`src/rtl/ram_arb_pkg.sv`:
```
// Shared widths and enumerations for the two-requester RAM arbiter.
package ram_arb_pkg;

    localparam int unsigned ADDR_W = 4;
    localparam int unsigned DATA_W = 8;
    localparam int unsigned DEPTH  = 16;

    typedef enum logic [1:0] {
        IDLE,
        ACCESS,
        RESP
    } state_e;

    typedef enum logic {
        REQ_A,
        REQ_B
    } req_id_e;

endpackage

```
`src/rtl/ram_arbiter_if.sv`:
```
// Requester handshakes plus the RAM read/write ports driven by the arbiter.
interface ram_arbiter_if;
    import ram_arb_pkg::*;

    logic              reqA;
    logic              reqB;
    logic              wrA;
    logic              wrB;
    logic [ADDR_W-1:0] addrA;
    logic [ADDR_W-1:0] addrB;
    logic [DATA_W-1:0] dataA;
    logic [DATA_W-1:0] dataB;
    logic              ackA;
    logic              ackB;
    logic [DATA_W-1:0] rdataA;
    logic [DATA_W-1:0] rdataB;

    logic              writeEnable;
    logic [ADDR_W-1:0] writeAddress;
    logic [DATA_W-1:0] writeData;
    logic [ADDR_W-1:0] readAddress1;
    logic [ADDR_W-1:0] readAddress2;
    logic [DATA_W-1:0] readData1;
    logic [DATA_W-1:0] readData2;

    // Requesters and the RAM side together.
    modport master (
        output reqA, reqB, wrA, wrB, addrA, addrB, dataA, dataB,
        output readData1, readData2,
        input  ackA, ackB, rdataA, rdataB,
        input  writeEnable, writeAddress, writeData, readAddress1, readAddress2
    );

    // The arbiter.
    modport slave (
        input  reqA, reqB, wrA, wrB, addrA, addrB, dataA, dataB,
        input  readData1, readData2,
        output ackA, ackB, rdataA, rdataB,
        output writeEnable, writeAddress, writeData, readAddress1, readAddress2
    );

endinterface

```
`src/rtl/rr_grant2.sv`:
```
// Two-way round-robin grant: on a tie the requester not served last wins.
module rr_grant2
    import ram_arb_pkg::*;
(
    input  logic    reqA,
    input  logic    reqB,
    input  req_id_e lastServed,
    output req_id_e grant
);

    always_comb begin
        grant = REQ_A;
        if (reqA && reqB) begin
            grant = (lastServed == REQ_A) ? REQ_B : REQ_A;
        end else if (reqB) begin
            grant = REQ_B;
        end
    end

endmodule

```
`src/rtl/ram_arbiter.sv`:
```
// Serialises two requesters onto a single-write/dual-read RAM, one op per three cycles.
module ram_arbiter
    import ram_arb_pkg::*;
(
    input  logic          clock,
    input  logic          resetN,
    ram_arbiter_if.slave  bus
);

    state_e            state_q, state_d;
    req_id_e           grant, grant_q, last_q;
    logic              wr_q;
    logic [ADDR_W-1:0] addr_q;
    logic [DATA_W-1:0] data_q;
    logic [ADDR_W-1:0] raddr1_q, raddr2_q;
    logic [DATA_W-1:0] rdata_a_q, rdata_b_q;
    logic              any_req;

    assign any_req = bus.reqA | bus.reqB;

    rr_grant2 u_grant (
        .reqA       (bus.reqA),
        .reqB       (bus.reqB),
        .lastServed (last_q),
        .grant      (grant)
    );

    always_comb begin
        state_d = state_q;
        case (state_q)
            IDLE:    state_d = any_req ? ACCESS : IDLE;
            ACCESS:  state_d = RESP;
            RESP:    state_d = IDLE;
            default: state_d = IDLE;
        endcase
    end

    always_ff @(posedge clock) begin
        if (!resetN) begin
            state_q   <= IDLE;
            grant_q   <= REQ_A;
            last_q    <= REQ_B;
            wr_q      <= 1'b0;
            addr_q    <= '0;
            data_q    <= '0;
            raddr1_q  <= '0;
            raddr2_q  <= '0;
            rdata_a_q <= '0;
            rdata_b_q <= '0;
        end else begin
            state_q <= state_d;
            if (state_q == IDLE && any_req) begin
                grant_q <= grant;
                last_q  <= grant;
                if (grant == REQ_A) begin
                    wr_q     <= bus.wrA;
                    addr_q   <= bus.addrA;
                    data_q   <= bus.dataA;
                    raddr1_q <= bus.addrA;
                end else begin
                    wr_q     <= bus.wrB;
                    addr_q   <= bus.addrB;
                    data_q   <= bus.dataB;
                    raddr2_q <= bus.addrB;
                end
            end
            // Captured on the same edge the write lands, so writes return the old word.
            if (state_q == ACCESS) begin
                if (grant_q == REQ_A) begin
                    rdata_a_q <= bus.readData1;
                end else begin
                    rdata_b_q <= bus.readData2;
                end
            end
        end
    end

    // Gating with resetN aborts a write whose ACCESS cycle coincides with reset.
    assign bus.writeEnable  = (state_q == ACCESS) && wr_q && resetN;
    assign bus.writeAddress = addr_q;
    assign bus.writeData    = data_q;
    assign bus.readAddress1 = raddr1_q;
    assign bus.readAddress2 = raddr2_q;
    assign bus.ackA         = (state_q == RESP) && (grant_q == REQ_A);
    assign bus.ackB         = (state_q == RESP) && (grant_q == REQ_B);
    assign bus.rdataA       = rdata_a_q;
    assign bus.rdataB       = rdata_b_q;

endmodule

```
`src/flat_wrapper.sv`:
```
// flat-port wrapper written by rule: the top's interface ports become plain ports
module ram_arbiter_flat import ram_arb_pkg::*;
  (clock, resetN, bus_reqA, bus_reqB, bus_wrA, bus_wrB, bus_addrA, bus_addrB, bus_dataA, bus_dataB, bus_readData1, bus_readData2, bus_ackA, bus_ackB, bus_rdataA, bus_rdataB, bus_writeEnable, bus_writeAddress, bus_writeData, bus_readAddress1, bus_readAddress2);
  ram_arbiter_if bus_i ();
  input  logic clock;
  input  logic resetN;
  input wire logic [$bits(bus_i.reqA)-1:0] bus_reqA;
  input wire logic [$bits(bus_i.reqB)-1:0] bus_reqB;
  input wire logic [$bits(bus_i.wrA)-1:0] bus_wrA;
  input wire logic [$bits(bus_i.wrB)-1:0] bus_wrB;
  input wire logic [$bits(bus_i.addrA)-1:0] bus_addrA;
  input wire logic [$bits(bus_i.addrB)-1:0] bus_addrB;
  input wire logic [$bits(bus_i.dataA)-1:0] bus_dataA;
  input wire logic [$bits(bus_i.dataB)-1:0] bus_dataB;
  input wire logic [$bits(bus_i.readData1)-1:0] bus_readData1;
  input wire logic [$bits(bus_i.readData2)-1:0] bus_readData2;
  output wire logic [$bits(bus_i.ackA)-1:0] bus_ackA;
  output wire logic [$bits(bus_i.ackB)-1:0] bus_ackB;
  output wire logic [$bits(bus_i.rdataA)-1:0] bus_rdataA;
  output wire logic [$bits(bus_i.rdataB)-1:0] bus_rdataB;
  output wire logic [$bits(bus_i.writeEnable)-1:0] bus_writeEnable;
  output wire logic [$bits(bus_i.writeAddress)-1:0] bus_writeAddress;
  output wire logic [$bits(bus_i.writeData)-1:0] bus_writeData;
  output wire logic [$bits(bus_i.readAddress1)-1:0] bus_readAddress1;
  output wire logic [$bits(bus_i.readAddress2)-1:0] bus_readAddress2;
  assign bus_i.reqA = bus_reqA;
  assign bus_i.reqB = bus_reqB;
  assign bus_i.wrA = bus_wrA;
  assign bus_i.wrB = bus_wrB;
  assign bus_i.addrA = bus_addrA;
  assign bus_i.addrB = bus_addrB;
  assign bus_i.dataA = bus_dataA;
  assign bus_i.dataB = bus_dataB;
  assign bus_i.readData1 = bus_readData1;
  assign bus_i.readData2 = bus_readData2;
  assign bus_ackA = bus_i.ackA;
  assign bus_ackB = bus_i.ackB;
  assign bus_rdataA = bus_i.rdataA;
  assign bus_rdataB = bus_i.rdataB;
  assign bus_writeEnable = bus_i.writeEnable;
  assign bus_writeAddress = bus_i.writeAddress;
  assign bus_writeData = bus_i.writeData;
  assign bus_readAddress1 = bus_i.readAddress1;
  assign bus_readAddress2 = bus_i.readAddress2;
  ram_arbiter u_core (.clock(clock), .resetN(resetN), .bus(bus_i));
endmodule
```
`config.mk`:
```
export PLATFORM = sky130hd
export DESIGN_NAME = ram_arbiter_flat
export DESIGN_NICKNAME = d
export VERILOG_FILES = /design/src/rtl/ram_arb_pkg.sv /design/src/rtl/ram_arbiter_if.sv /design/src/rtl/rr_grant2.sv /design/src/rtl/ram_arbiter.sv /design/src/flat_wrapper.sv
export SDC_FILE = /design/constraint.sdc
export NUM_CORES = 1
export LEC_CHECK = 0
export ABC_AREA = 1
export CORE_UTILIZATION = 42
export CTS_BUF_LIST = sky130_fd_sc_hd__clkbuf_4 sky130_fd_sc_hd__clkbuf_8
export DETAILED_ROUTE_END_ITERATION = 8
export PLACE_DENSITY = 0.83
export SETUP_SLACK_MARGIN = 0.4
export SLEW_MARGIN = 0
export SYNTH_ARGS = -nofsm -noshare
export SYNTH_HDL_FRONTEND = slang
export SYNTH_SLANG_ARGS = --single-unit
```
`constraint.sdc`:
```
create_clock -name clock -period 1.7 [get_ports clock]
set_clock_uncertainty 0.15 [all_clocks]
set_input_delay 0.17 -clock clock [delete_from_list [all_inputs] [get_ports clock]]
set_output_delay 0.17 -clock clock [all_outputs]
set_load 0.01 [all_outputs]
```
Word-level counts from Yosys, hierarchy flattened --
Index checks and enable logic that the tools add are counted.
Operators by class: $lt $le $gt $ge 0, reductions and logical operators 11, div/mod/pow operators 0, multiply operators 0, shift-type cells 0, multiplexer cells 8, bitwise operators 3, equal/unequal tests 2, add/sub/neg operators 0
Operators by type and width (count):
- 2-to-1 mux 8 bit | 1
- AND reduction 2 bit | 4
- logical AND 1 bit | 6
- 2-to-1 mux 1 bit | 5
- 2-to-1 mux 4 bit | 1
- one-hot mux 2 bit (2 select lines) | 1
- equality test 2 x 1 -> 1 bit, second input constant | 1
- equality test 2 bit, second input constant | 1
- zero test 2 bit | 1
- inverter 1 bit | 2
- OR 1 bit | 1
Word-level totals: input port bits 46, word-level logic and storage cells 34, bits in registers 41, bits in read-only memories 0, memories kept 0, bits in latches 0, bits in writable memories 0, output and inout port bits 39

Longest topological paths before layout --
depth in word-level cells 4, depth in mapped cells 7, gate-level depth less buffers 7

Cells and area by module --
From an unflattened synthesis, not the netlist that was laid out.
Second synthesis, totals: cell total of the unflattened synthesis 286, area, all modules 1874.3 um^2
Modules (own cells, without submodules):
- ram_arbiter | cells an instance 284, area an instance 1861.8 um^2, sequential area each 820.8 um^2, instances 1
- rr_grant2 | cells an instance 2, area an instance 12.5 um^2, sequential area each 0.0 um^2, instances 1

Worst setup path before layout --
Ideal clock, no wire load.
path type reg-to-reg, start register u_core.state_q[0], end register u_core.raddr2_q[0], in the netlist u_core.bus.readAddress2[0], period minus slack after synthesis 1.240 ns, stages on the path, launching flop included 7, path buffers 0, data arrival time 0.978 ns, slack 0.460 ns, library setup time 0.112 ns, required time 1.438 ns, cells stage by stage dfxtp_1 > nor2_4 > nand2_8 > nor2_4 > nor2_2 > nand2_1 > nand2_1
On the way: cells in the longest elaborated chain, start to end 3
Ends and longest elaborated chain:
- from (decl) | RTL line ram_arbiter.sv:10 | state_e state_q, state_d;
- from (signal assigned) | RTL line ram_arbiter.sv:51 | state_q <= state_d;
- zero test 2 bit | RTL line ram_arbiter.sv:52 | if (state_q == IDLE && any_req) begin
- logical AND 1 bit | RTL line ram_arbiter.sv:52
- AND reduction 2 bit (no source line)
- to (signal assigned) | RTL line ram_arbiter.sv:64 | raddr2_q <= bus.addrB;
- to (decl) | RTL line ram_arbiter.sv:15 | logic [ADDR_W-1:0] raddr1_q, raddr2_q;
Every way passes these cells. A chain may end at the register's enable or synchronous reset.

Final worst setup path --
start register u_core.state_q[1], end output bus_writeEnable
On the way: cells in the longest elaborated chain, start to end 3
Ends and longest elaborated chain:
- equality test 2 x 1 -> 1 bit | RTL line ram_arbiter.sv:79 | assign bus.writeEnable = (state_q == ACCESS) && wr_q && resetN;
- logical AND 1 bit (2 in a row) | RTL line ram_arbiter.sv:79
- to (decl) | RTL line flat_wrapper.sv:21 | output wire logic [$bits(bus_i.writeEnable)-1:0] bus_writeEnable;
Every way passes these cells.

==> impl_results.html <==
<table>
<tr><th>Metric</th><th>Value</th></tr>
<tr><th colspan="2">Synthesis</th></tr>
<tr><td>Most area-consuming cells after synthesis</td><td>sky130_fd_sc_hd__dfxtp_1 47%, sky130_fd_sc_hd__nand2_1 15%, sky130_fd_sc_hd__a21oi_1 6.8%</td></tr>
<tr><td>Xor/xnor share of the synthesized area</td><td>0%</td></tr>
<tr><td>Register bit total from synthesis</td><td>41</td></tr>
<tr><td>Synthesized-area fraction occupied by adder cells</td><td>0%</td></tr>
<tr><td>Simple-gate share of the synthesized area</td><td>27.51%</td></tr>
<tr><td>Most frequent cells after synthesis</td><td>68 x sky130_fd_sc_hd__nand2_1, 41 x sky130_fd_sc_hd__dfxtp_1, 24 x sky130_fd_sc_hd__a21oi_1, 20 x sky130_fd_sc_hd__inv_1, 19 x sky130_fd_sc_hd__nand3_1</td></tr>
<tr><td>Post-synth ARST share</td><td>0%</td></tr>
<tr><td>Largest family of logic cells by synthesized area</td><td>simple AND/OR/NAND/NOR gates</td></tr>
<tr><td>Average instance area after synthesis</td><td>7.666 sq um</td></tr>
<tr><td>Proportion of synthesized area in mux cells</td><td>0%</td></tr>
<tr><td>Synthesized net count</td><td>275</td></tr>
<tr><td>Area fraction of the dominant cell type after synthesis</td><td>46.76%</td></tr>
<tr><td>Post-synthesis sequential area ratio</td><td>46.76%</td></tr>
<tr><td>Syn Std Cell Area</td><td>1755 sq um</td></tr>
<tr><td>Synth Area in Compound Gates</td><td>16.39%</td></tr>
<tr><td>Synth Flop Type</td><td>sky130_fd_sc_hd__dfxtp_1</td></tr>
<tr><td>Syn Inst Count</td><td>229</td></tr>
<tr><td>Count of yosys warnings during synthesis</td><td>0</td></tr>
<tr><td>Distinct cell type count of the synthesized netlist</td><td>25</td></tr>
<tr><td>Cell taking the most area after synthesis</td><td>sky130_fd_sc_hd__dfxtp_1</td></tr>
<tr><td>Count of flip-flops with a built-in enable after synthesis</td><td>0</td></tr>
<tr><td>Most frequently used cell type in the post-synthesis netlist</td><td>sky130_fd_sc_hd__nand2_1</td></tr>
<tr><th colspan="2">Timing</th></tr>
<tr><td>Max-slew headroom at the worst pin</td><td>79.12%</td></tr>
<tr><td>Final critical delay including setup and external delays</td><td>1.400 ns</td></tr>
<tr><td>Period Utilization, post-route</td><td>82.38%</td></tr>
<tr><td>Final Hold Vio Count</td><td>0</td></tr>
<tr><td>Worst slew pin tran</td><td>0.3131 ns</td></tr>
<tr><td>Number of setup violations in the final report</td><td>0</td></tr>
<tr><td>Fmax</td><td>0.7141 GHz</td></tr>
<tr><td>Unrepaired setup endpoints after global routing</td><td>yes</td></tr>
<tr><td>Final Slew Violations</td><td>0</td></tr>
<tr><td>Setup WS post-layout</td><td>0.2996 ns</td></tr>
<tr><th colspan="2">Route</th></tr>
<tr><td>Ratio of routed vias to standard cells</td><td>4.802</td></tr>
<tr><td>WL/cell</td><td>12.46 um</td></tr>
<tr><td>Vias post-DR</td><td>1839</td></tr>
<tr><td>Antenna-violating nets left</td><td>0</td></tr>
<tr><td>Drt first-iter violations</td><td>61</td></tr>
<tr><td>Post-Route WL</td><td>4774 um</td></tr>
<tr><td>DRC Markers</td><td>0</td></tr>
<tr><td>Pre-antenna DRT Iters</td><td>4</td></tr>
<tr><th colspan="2">GRT</th></tr>
<tr><td>Largest net degree at the start of global routing</td><td>22</td></tr>
<tr><td>Overflow after GRT</td><td>0</td></tr>
<tr><td>Aggregate global-route resource usage</td><td>21.08%</td></tr>
<tr><td>First-pass GRT wire length</td><td>6989 um</td></tr>
<tr><td>Antenna violations before repair</td><td>0</td></tr>
<tr><td>Number of global-route vias before repair</td><td>1576</td></tr>
<tr><th colspan="2">Outcome</th></tr>
<tr><td>Run status</td><td>completed</td></tr>
<tr><th colspan="2">Clock network</th></tr>
<tr><td>Hold-fix buffer count after cts</td><td>0</td></tr>
<tr><td>Buffer depth of the longest clock path</td><td>2</td></tr>
<tr><td>Clock tree from TritonCTS</td><td>done</td></tr>
<tr><td>Clk slew on worst S/H paths</td><td>0.08 ns</td></tr>
<tr><td>H-tree depth</td><td>2</td></tr>
<tr><td># clock sinks</td><td>41</td></tr>
<tr><td>Clock latency of the later-clocked register in the worst-skew pair</td><td>0.29 ns</td></tr>
<tr><td>Number of buffers created by CTS</td><td>5</td></tr>
<tr><td>Root buffer selected by CTS</td><td>sky130_fd_sc_hd__clkbuf_8</td></tr>
<tr><th colspan="2">Power and ir drop</th></tr>
<tr><td>Worst IR Drop VDD</td><td>0.0005566 V</td></tr>
<tr><td>Total power density per cell area</td><td>838.8 nW/um^2</td></tr>
<tr><td>Total leakage power</td><td>1.378 nW</td></tr>
<tr><th colspan="2">Critical path</th></tr>
<tr><td>Cell Chain, Critical Path</td><td>inv_4, nand2_4, nor3b_2, buf_2</td></tr>
<tr><td>Start-to-end type of the worst setup path</td><td>register to primary output</td></tr>
<tr><td>Slack of the worst reg-to-reg path</td><td>0.31 ns</td></tr>
<tr><td>Data arrival at the endpoint of the critical path</td><td>1.08 ns</td></tr>
<tr><td>Max incr delay on CP</td><td>0.34 ns</td></tr>
<tr><td>Slowest cell on crit path</td><td>sky130_fd_sc_hd__dfxtp_2</td></tr>
<tr><td>Worst setup EP type</td><td>primary output</td></tr>
<tr><td>Startpoint type of the worst setup path</td><td>register</td></tr>
<tr><td>Worst EP required</td><td>1.38 ns</td></tr>
<tr><td>Dominant delay contributor by cell family on the critical path</td><td>flip-flops</td></tr>
<tr><td>CP bufs+invs</td><td>2</td></tr>
<tr><td>Maximum fanout count along the critical path</td><td>4</td></tr>
<tr><th colspan="2">Placement</th></tr>
<tr><td>IO buf count</td><td>84</td></tr>
<tr><td>Post-place setup slack</td><td>-0.09253 ns</td></tr>
<tr><td>HPWL Detailed</td><td>3089 um</td></tr>
<tr><td>Last weighted congestion value of the routability-driven placer</td><td>0.7682</td></tr>
<tr><td>Placed Area</td><td>2646 sq um</td></tr>
<tr><th colspan="2">Min path</th></tr>
<tr><td>Class of the tightest hold or removal check</td><td>primary input to register</td></tr>
<tr><th colspan="2">Die</th></tr>
<tr><td>Vertical die dimension</td><td>66.65 um</td></tr>
<tr><td>Initial Utilization</td><td>43.88%</td></tr>
<tr><td>I/O pin cnt</td><td>85</td></tr>
<tr><td>Die Wd</td><td>66.65 um</td></tr>
<tr><td>Area of the core</td><td>4000 sq um</td></tr>
<tr><td>Die Footprint</td><td>4442 sq um</td></tr>
<tr><td>Number of core rows</td><td>23</td></tr>
<tr><th colspan="2">Cells and area</th></tr>
<tr><td>Final core area utilization</td><td>74.51%</td></tr>
<tr><td>Filler instances</td><td>320</td></tr>
<tr><td>Number of nets in the finished design</td><td>378</td></tr>
<tr><td>Signed area change from the synthesized netlist to the final layout</td><td>69.78%</td></tr>
<tr><td>Post-Layout Inst Area</td><td>2980 sq um</td></tr>
<tr><td>Layout cell share with drive strength beyond 1</td><td>23.12%</td></tr>
<tr><td>Antenna Diode Count</td><td>0</td></tr>
<tr><th colspan="2">Job</th></tr>
<tr><td>Total of max-cap violations</td><td>0</td></tr>
</table>
[stage by stage]
step | power (mW) | hold slack [ns] | std cells | setup TNS [ns]
6_report | 2.500 | 0.2497 | 383 | 0
5_1_grt | 2.623 | 0.2708 | 383 | 0
4_1_cts | 2.458 | 0.2930 | 374 | 0
3_5_place_dp | 1.645 | 0.2840 | 360 | -0.09253
3_3_place_gp | 1.637 | 0.2803 | 360 | -0.09025
2_1_floorplan | 1.365 | 0.1583 | 229 | 0
[logic make-up after synthesis]
kind of cell    Yosys count
compound gates           50
simple gates            104
buf+inv                  34
flops                    41
[worst reg2reg max path, stage by stage (launching register included)]
cell and delay [ns]:
sky130_fd_sc_hd__dfxtp_2 0.34, sky130_fd_sc_hd__buf_4 0.14, sky130_fd_sc_hd__nor2_4 0.16, sky130_fd_sc_hd__nand2_8 0.11, sky130_fd_sc_hd__nor2_4 0.19, sky130_fd_sc_hd__nor2_4 0.07
sky130_fd_sc_hd__nand2_1 0.08, sky130_fd_sc_hd__nand2_1 0.05
[layout by cell type, fill, tap and decap left out, drive strengths merged]
cell / instances
nand2: 72
clkdlybuf4s50: 44
dfxtp: 41
dlygate4sd2: 36
a21oi: 34
buf: 26
inv: 23
nand3: 20
o21ai: 16
clkbuf: 7
nor2: 5
nand4: 4
nor3: 2
nor3b: 1
bufinv: 1
dlymetal6s2s: 1
[per-layer routing]
metal	track usage (%)	part of all wire, %	routed length, um
met5	0	0	0
met4	7.447	1.2	56
met3	9.075	9.3	445
met2	35.73	50	2372
met1	23.22	40	1899
[final timing paths]
path,cells after the start,endpoint,startpoint
worst max-delay path,4,bus_writeEnable,u_core.state_q[1]
worst min-delay path,4,u_core.bus.readAddress1[1],bus_reqB
worst max register to register,7,u_core.bus.readAddress2[2],u_core.state_q[1]
worst min register to register,2,u_core.bus.rdataA[7],u_core.bus.rdataA[7]
[cell type report]
cell class / instances / area, sq um / share of cell area, %
multi-input cells: 154 / 870.8 / 29.22
inverters: 23 / 96.34 / 3.233
flip-flops and latches: 41 / 828.3 / 27.79
clock buffers: 7 / 90.09 / 3.023
repair buffers: 107 / 1002 / 33.63
clock inverters: 1 / 30.03 / 1.008
well taps: 50 / 62.56 / 2.099
[registers in the layout (all words and copies together), names as in the netlist]
signal	cells
u_core.bus.rdataB	8
u_core.last_q	1
u_core.wr_q	1
u_core.bus.writeData	8
u_core.state_q	2
u_core.bus.readAddress2	4
u_core.grant_q	1
u_core.bus.readAddress1	4
u_core.bus.writeAddress	4
u_core.bus.rdataA	8
[power by group]
part	switching, mW	total, mW	internal [mW]
combinational	0.294	0.598	0.304
sequential	0.0421	1.08	1.03
clock	0.331	0.826	0.495
[repair_timing]
item | in CTS | in global routing
pin swaps | 5 | 6
setup endpoints to repair | 66 | 42
gates resized for setup | 64 | 43
setup buffers | 6 | 9
hold endpoints to repair | 0 | 0
Power figures use the tool's default switching activity.
